### src/rtl/pipeline_hazard_ctrl_pkg.sv
// Shared pipeline definitions: hazard FSM encodings, NOP value and counter sizing.
package pipeline_hazard_ctrl_pkg;

    typedef enum logic [1:0] {
        ST_RUN   = 2'd0,
        ST_STALL = 2'd1,
        ST_FLUSH = 2'd2,
        ST_WAIT  = 2'd3
    } hz_state_e;

    localparam int unsigned REG_W = 5;
    localparam int unsigned CNT_W = 16;
    localparam int unsigned TMO_W = 8;

    localparam logic [TMO_W-1:0] TIMEOUT_LIMIT = 8'd255;
    // Value the ID/EX register takes when idex_bubble is asserted.
    localparam logic [31:0]      NOP_INSTR     = '0;

endpackage

### src/rtl/pipeline_hazard_ctrl_if.sv
// ID/EX hazard inputs and pipeline control outputs of the hazard controller.
interface pipeline_hazard_ctrl_if;
    import pipeline_hazard_ctrl_pkg::*;

    logic [REG_W-1:0] id_rs;
    logic [REG_W-1:0] id_rt;
    logic             id_uses_rs;
    logic             id_uses_rt;
    logic             ex_memread;
    logic [REG_W-1:0] ex_rd;
    logic             ex_branch_taken;
    logic             mem_busy;

    logic             pc_en;
    logic             ifid_en;
    logic             ifid_flush;
    logic             idex_bubble;
    logic             back_en;
    logic [1:0]       state;
    logic [CNT_W-1:0] stall_cnt;
    logic [CNT_W-1:0] flush_cnt;
    logic             mem_timeout;

    modport master (
        output id_rs, id_rt, id_uses_rs, id_uses_rt, ex_memread, ex_rd,
               ex_branch_taken, mem_busy,
        input  pc_en, ifid_en, ifid_flush, idex_bubble, back_en, state,
               stall_cnt, flush_cnt, mem_timeout
    );

    modport slave (
        input  id_rs, id_rt, id_uses_rs, id_uses_rt, ex_memread, ex_rd,
               ex_branch_taken, mem_busy,
        output pc_en, ifid_en, ifid_flush, idex_bubble, back_en, state,
               stall_cnt, flush_cnt, mem_timeout
    );

endinterface

### src/rtl/pipeline_hazard_ctrl_sat_counter.sv
// Parameterised-width event counter that sticks at all-ones.
module hazard_sat_counter #(
    parameter int unsigned WIDTH = 16
) (
    input  logic             clock,
    input  logic             reset,
    input  logic             inc,
    output logic [WIDTH-1:0] count
);

    logic [WIDTH-1:0] cnt_d;
    logic [WIDTH-1:0] cnt_q;

    always_comb begin
        cnt_d = cnt_q;
        if (inc && (cnt_q != '1)) begin
            cnt_d = cnt_q + WIDTH'(1);
        end
    end

    always_ff @(posedge clock or posedge reset) begin
        if (reset) begin
            cnt_q <= '0;
        end else begin
            cnt_q <= cnt_d;
        end
    end

    assign count = cnt_q;

endmodule

### src/rtl/pipeline_hazard_ctrl.sv
// Five-stage pipeline hazard controller: load-use stalls, branch flushes and
// data-memory waits, with event counters and a sticky memory-wait timeout.
module pipeline_hazard_ctrl
    import pipeline_hazard_ctrl_pkg::*;
(
    input  logic                  clock,
    input  logic                  reset,
    pipeline_hazard_ctrl_if.slave hz
);

    hz_state_e        state_d, state_q;
    logic             pend_br_d, pend_br_q;
    logic [TMO_W-1:0] tmo_cnt_d, tmo_cnt_q;
    logic             tmo_d, tmo_q;

    logic load_use;
    logic branch;
    logic pc_en, ifid_en, ifid_flush, idex_bubble, back_en;

    always_comb begin
        load_use = hz.ex_memread && (hz.ex_rd != '0) && (state_q != ST_STALL) &&
                   ((hz.id_uses_rs && (hz.id_rs == hz.ex_rd)) ||
                    (hz.id_uses_rt && (hz.id_rt == hz.ex_rd)));
        // A branch seen while memory was busy is replayed once memory frees up.
        branch      = hz.ex_branch_taken || pend_br_q;

        state_d     = ST_RUN;
        pend_br_d   = pend_br_q;
        pc_en       = 1'b1;
        ifid_en     = 1'b1;
        ifid_flush  = 1'b0;
        idex_bubble = 1'b0;
        back_en     = 1'b1;

        if (hz.mem_busy) begin
            state_d   = ST_WAIT;
            pend_br_d = branch;
            pc_en     = 1'b0;
            ifid_en   = 1'b0;
            back_en   = 1'b0;
        end else if (branch) begin
            state_d     = ST_FLUSH;
            pend_br_d   = 1'b0;
            ifid_flush  = 1'b1;
            idex_bubble = 1'b1;
        end else if (load_use) begin
            state_d     = ST_STALL;
            pc_en       = 1'b0;
            ifid_en     = 1'b0;
            idex_bubble = 1'b1;
        end

        if (reset) begin
            pc_en       = 1'b0;
            ifid_en     = 1'b0;
            ifid_flush  = 1'b0;
            idex_bubble = 1'b0;
            back_en     = 1'b0;
        end
    end

    always_comb begin
        tmo_cnt_d = '0;
        if (hz.mem_busy) begin
            tmo_cnt_d = (tmo_cnt_q == TIMEOUT_LIMIT) ? tmo_cnt_q : tmo_cnt_q + TMO_W'(1);
        end
        tmo_d = tmo_q || (tmo_cnt_d == TIMEOUT_LIMIT);
    end

    always_ff @(posedge clock or posedge reset) begin
        if (reset) begin
            state_q   <= ST_RUN;
            pend_br_q <= 1'b0;
            tmo_cnt_q <= '0;
            tmo_q     <= 1'b0;
        end else begin
            state_q   <= state_d;
            pend_br_q <= pend_br_d;
            tmo_cnt_q <= tmo_cnt_d;
            tmo_q     <= tmo_d;
        end
    end

    hazard_sat_counter #(.WIDTH(CNT_W)) u_stall_cnt (
        .clock (clock),
        .reset (reset),
        .inc   ((state_d == ST_STALL) || (state_d == ST_WAIT)),
        .count (hz.stall_cnt)
    );

    hazard_sat_counter #(.WIDTH(CNT_W)) u_flush_cnt (
        .clock (clock),
        .reset (reset),
        .inc   (state_d == ST_FLUSH),
        .count (hz.flush_cnt)
    );

    assign hz.pc_en       = pc_en;
    assign hz.ifid_en     = ifid_en;
    assign hz.ifid_flush  = ifid_flush;
    assign hz.idex_bubble = idex_bubble;
    assign hz.back_en     = back_en;
    assign hz.state       = state_q;
    assign hz.mem_timeout = tmo_q;

endmodule
### src/flat_wrapper.sv
// flat-port wrapper written by rule: the top's interface ports become plain ports
module pipeline_hazard_ctrl_flat import pipeline_hazard_ctrl_pkg::*;
  (clock, reset, hz_id_rs, hz_id_rt, hz_id_uses_rs, hz_id_uses_rt, hz_ex_memread, hz_ex_rd, hz_ex_branch_taken, hz_mem_busy, hz_pc_en, hz_ifid_en, hz_ifid_flush, hz_idex_bubble, hz_back_en, hz_state, hz_stall_cnt, hz_flush_cnt, hz_mem_timeout);
  pipeline_hazard_ctrl_if hz_i ();
  input  logic clock;
  input  logic reset;
  input wire logic [$bits(hz_i.id_rs)-1:0] hz_id_rs;
  input wire logic [$bits(hz_i.id_rt)-1:0] hz_id_rt;
  input wire logic [$bits(hz_i.id_uses_rs)-1:0] hz_id_uses_rs;
  input wire logic [$bits(hz_i.id_uses_rt)-1:0] hz_id_uses_rt;
  input wire logic [$bits(hz_i.ex_memread)-1:0] hz_ex_memread;
  input wire logic [$bits(hz_i.ex_rd)-1:0] hz_ex_rd;
  input wire logic [$bits(hz_i.ex_branch_taken)-1:0] hz_ex_branch_taken;
  input wire logic [$bits(hz_i.mem_busy)-1:0] hz_mem_busy;
  output wire logic [$bits(hz_i.pc_en)-1:0] hz_pc_en;
  output wire logic [$bits(hz_i.ifid_en)-1:0] hz_ifid_en;
  output wire logic [$bits(hz_i.ifid_flush)-1:0] hz_ifid_flush;
  output wire logic [$bits(hz_i.idex_bubble)-1:0] hz_idex_bubble;
  output wire logic [$bits(hz_i.back_en)-1:0] hz_back_en;
  output wire logic [$bits(hz_i.state)-1:0] hz_state;
  output wire logic [$bits(hz_i.stall_cnt)-1:0] hz_stall_cnt;
  output wire logic [$bits(hz_i.flush_cnt)-1:0] hz_flush_cnt;
  output wire logic [$bits(hz_i.mem_timeout)-1:0] hz_mem_timeout;
  assign hz_i.id_rs = hz_id_rs;
  assign hz_i.id_rt = hz_id_rt;
  assign hz_i.id_uses_rs = hz_id_uses_rs;
  assign hz_i.id_uses_rt = hz_id_uses_rt;
  assign hz_i.ex_memread = hz_ex_memread;
  assign hz_i.ex_rd = hz_ex_rd;
  assign hz_i.ex_branch_taken = hz_ex_branch_taken;
  assign hz_i.mem_busy = hz_mem_busy;
  assign hz_pc_en = hz_i.pc_en;
  assign hz_ifid_en = hz_i.ifid_en;
  assign hz_ifid_flush = hz_i.ifid_flush;
  assign hz_idex_bubble = hz_i.idex_bubble;
  assign hz_back_en = hz_i.back_en;
  assign hz_state = hz_i.state;
  assign hz_stall_cnt = hz_i.stall_cnt;
  assign hz_flush_cnt = hz_i.flush_cnt;
  assign hz_mem_timeout = hz_i.mem_timeout;
  pipeline_hazard_ctrl u_core (.clock(clock), .reset(reset), .hz(hz_i));
endmodule
### config.mk
export PLATFORM = sky130hd
export DESIGN_NAME = pipeline_hazard_ctrl_flat
export DESIGN_NICKNAME = d
export VERILOG_FILES = /design/src/rtl/pipeline_hazard_ctrl_pkg.sv /design/src/rtl/pipeline_hazard_ctrl_if.sv /design/src/rtl/pipeline_hazard_ctrl_sat_counter.sv /design/src/rtl/pipeline_hazard_ctrl.sv /design/src/flat_wrapper.sv
export SDC_FILE = /design/constraint.sdc
export NUM_CORES = 1
export LEC_CHECK = 0
export CORE_UTILIZATION = 30
export DETAILED_ROUTE_END_ITERATION = 12
export MAX_ROUTING_LAYER = met4
export SETUP_SLACK_MARGIN = 0.2
export SLEW_MARGIN = 20
export SYNTH_ARGS = -nofsm -noshare
export SYNTH_HDL_FRONTEND = slang
export SYNTH_SLANG_ARGS = --single-unit
### constraint.sdc
create_clock -name clock -period 5 [get_ports clock]
set_input_delay 0.5 -clock clock [delete_from_list [all_inputs] [get_ports clock]]
set_output_delay 0.5 -clock clock [all_outputs]
set_load 0.01 [all_outputs]
==> metrics.md <==
| Metric | Value |
|---|---|
| Nets@finish | `311` |
| I/O Buffers | `roughly 60` |
| CTS max path bufs | `2` |
| Worst skew pair latency | `290 ps` |
| WL met1 | `2294 um` |
| Asr flop ratio synth | `1.000` |
| Mapped Nets | `246` |
| Worst slew margin | `0.5081` |
| Crit path launch type | `input port` |
| Post-synthesis xor/xnor area fraction | `0.1465` |
| Yosys reg bits | `44` |
| Fmax | `between 300 and 400 MHz` |
| Overall routing resource usage | `0.1348` |
| Worst min-delay path class | `reg -> reg` |
| Syn avg cell area | `10.01 um2` |
| Clock sink count | `44` |
| I/O Pins | `62` |
| Setup TNS Final | `0 ps` |
| Hold_buf cts | `0` |
| Root Buffer | `clkbuf_8` |
| Post-synthesis mux area share | `0.01527` |
| Clk_skew | `5.959 ps` |
| Worst-path clk slew | `70 ps` |
| Final Util | `0.4353` |
| Yosys top cell area share | `0.4977` |
| CP Capture Type | `primary output` |
| Outcome | `finished, final reports clean` |
| Synth warn | `0` |
| Syn Inst Count | `221` |
| Final min period | `about 3200 ps` |
| Drt via density | `4.848` |
| Top cells by area, synth | `dfrtp_1 50%, xnor2_1 9.1%, xor2_1 5.5%` |
| Total wire length | `slightly below 5000 um` |
| MaxCap Viol Count | `0` |
| Max Slew Vio Count | `0` |
| Post-DP Area | `~0.0029 mm2` |
| Effective utilization at floorplan | `0.3186` |
| Vias | `1847` |
| Worst slew pin tran | `737.2 ps` |
| Lkg Pwr | `1.214 nW` |
| Layout Cell Area excl Fill | `about 0.003 mm2` |
| Netlist Area Pre-Place | `0.002212 mm2` |
| Ratio of cells with drive above 1 in the final layout | `0.04561` |
| CTS tree | `yes` |
| CTS buffer count | `5` |
| Worst Setup Path Type | `in -> out` |
| Setup violations, final | `0` |
| Worst vdd ir | `slightly below 0.0003 V` |
| Global placement routability congestion | `around 0.84` |
| Drt pass-1 iters | `4` |
| Top Layer Used | `met4` |
| Final hold slack | `494.6 ps` |
| Routed met3 length | `between 300 and 400 um` |
| Routed WL per cell | `12.62 um` |
| Initial antenna violation count | `0` |
| Synth Area in Simple Gates | `0.2223` |
| Critical Path AT | `2730 ps` |
| H-Tree Depth | `2` |
| Post-synth EDFFs | `0` |
| Total gr overflow | `0` |
| Seq/Total Area, Yosys | `0.4977` |
| Diodes inserted | `0` |
| Power density over cell area | `383.3 mW/mm2` |
| CP max FO | `3` |
| Syn-to-layout area delta | `36.65%` |
| Post-cts sizing count | `0` |
| Iter 0 DRT Violations | `84` |
| HPWL after DPL | `3485 um` |
| Final Hold Fails | `0` |
| Compound-Gate Fraction of Synth Area | `0.07070` |
| Crit path required time | `4500 ps` |
| # DRC | `0` |
| Core footprint | `0.006944 mm2` |
| Post-CTS setup repair buffer count | `0` |
| Largest family of logic cells by synthesized area | `simple AND/OR/NAND/NOR gates` |
| Largest net degree at the start of global routing | `between 40 and 50` |
| First-pass GRT wire length | `7707 um` |
| RSZ-0062 raised after global routing | `no` |
| Vias in the first global route | `1658` |
| Most common cell in the netlist | `dfrtp_1` |
| Die height | `87.87 um` |
| Fin crit share | `0.6466` |
| Adder-cell area share of the yosys netlist | `0.01697` |
| Cell accounting for the most synthesized area | `dfrtp_1` |
| Synth cell types | `36` |
| Predominant post-synthesis flop cell | `dfrtp_1` |
| WL met2 | `between 2000 and 2500 um` |
| Row count | `30` |
| Antenna-violating nets left | `0` |
| Die area | `0.007721 mm2` |
| Die Span X | `approximately 88 um` |
| Synth cell count leaders | `44 x dfrtp_1, 23 x xnor2_1, 20 x nand2_1` |
## area by class of cell
type,count,area [um2]
Clock inverter,1,30.03
Timing Repair Buffer,62,618.1
Sequential cell,44,1101
Clock buffer,5,68.82
Multi-Input combinational cell,162,1044
Inverter,11,41.29
Fill cell,696,3921
Tap cell,96,120.1
## logic make-up after synthesis
family,Yosys count
DFF,44
adders and majority gates,3
buffers and inverters,15
muxes,3
xor gates and xnor gates,37
and+or+nand+nor,96
AOI/OAI and AO/OA,23
## state kept, by name, summed over array words and instances, names as in the netlist
signal,count
u_core.u_flush_cnt.count,16
u_core.u_stall_cnt.count,16
u_core.hz.state,2
u_core.tmo_cnt_q,8
u_core.pend_br_q,1
u_core.hz.mem_timeout,1
## layout by cell type (no fill, tap or decap)
master           count
nor3_1              14
nor2_1              17
and2_1               1
inv_1               10
and3_1               5
xor2_1              14
or4_1                1
a21oi_1              4
clkinv_1             1
a41oi_1              1
and4_1               3
o21ai_0              4
or2_2                1
a211oi_1             1
nor4_2               1
nor4b_1              1
nand4_1              9
bufinv_16            1
o221ai_1             1
ha_1                 3
nand3_1             13
mux2_2               3
nand2b_1             2
nand2_1             20
clkdlybuf4s50_1     61
a2bb2oi_2            1
dfrtp_1             44
o31a_1               1
nor2b_1              2
a31oi_1              7
clkbuf_8             5
a21boi_0             1
buf_4                1
o22ai_1              1
a41o_1               1
nor4_1               6
xnor2_1             23
## worst max-delay path: stages
cell and delay [ps]:
clkdlybuf4s50_1 470, or4_1 560, o221ai_1 220, nand2b_1 160
nor3_1 60, nor3_1 190, clkdlybuf4s50_1 580
## metal layers
layer  vias up  track usage
li1        908            -
met5         -            -
met4         0      0.03130
met3         2      0.04713
met2        56       0.2086
met1       881       0.1690
## final timing paths
check / start / endpoint / slack [ps] / depth (start not counted)
worst max register to register: u_core.u_stall_cnt.count[0]$_DFFE_PP0P_ / u_core.u_stall_cnt.count[1]$_DFFE_PP0P_ / 2560 / 6
worst max-delay path: hz_ex_rd[0] / hz_pc_en / 1770 / 7
worst min register to register: u_core.hz.mem_timeout$_DFF_PP0_ / u_core.hz.mem_timeout$_DFF_PP0_ / 490 / 1
worst min-delay path: u_core.hz.mem_timeout$_DFF_PP0_ / u_core.hz.mem_timeout$_DFF_PP0_ / 490 / 1
max in group asynchronous: reset / u_core.u_stall_cnt.count[5]$_DFFE_PP0P_ / 3890 / 3
min in group asynchronous: reset / u_core.hz.state[0]$_DFF_PP0_ / 730 / 3
## power breakdown
part           total (W)  switching, W  internal, W
sequential      0.000527     0.0000970     0.000430
combinational   0.000372      0.000156     0.000216
clock           0.000259      0.000116     0.000143
## stage by stage
stage                power, W  cells  setup slack, ps
CTS                  0.001173    381             1733
floorplan           0.0007016    221             2608
global route         0.001239    381             1620
finish               0.001159    381             1767
global placement    0.0009049    375             1756
detailed placement  0.0009080    375             1750
No activity file was read; power rests on OpenSTA's default activity.
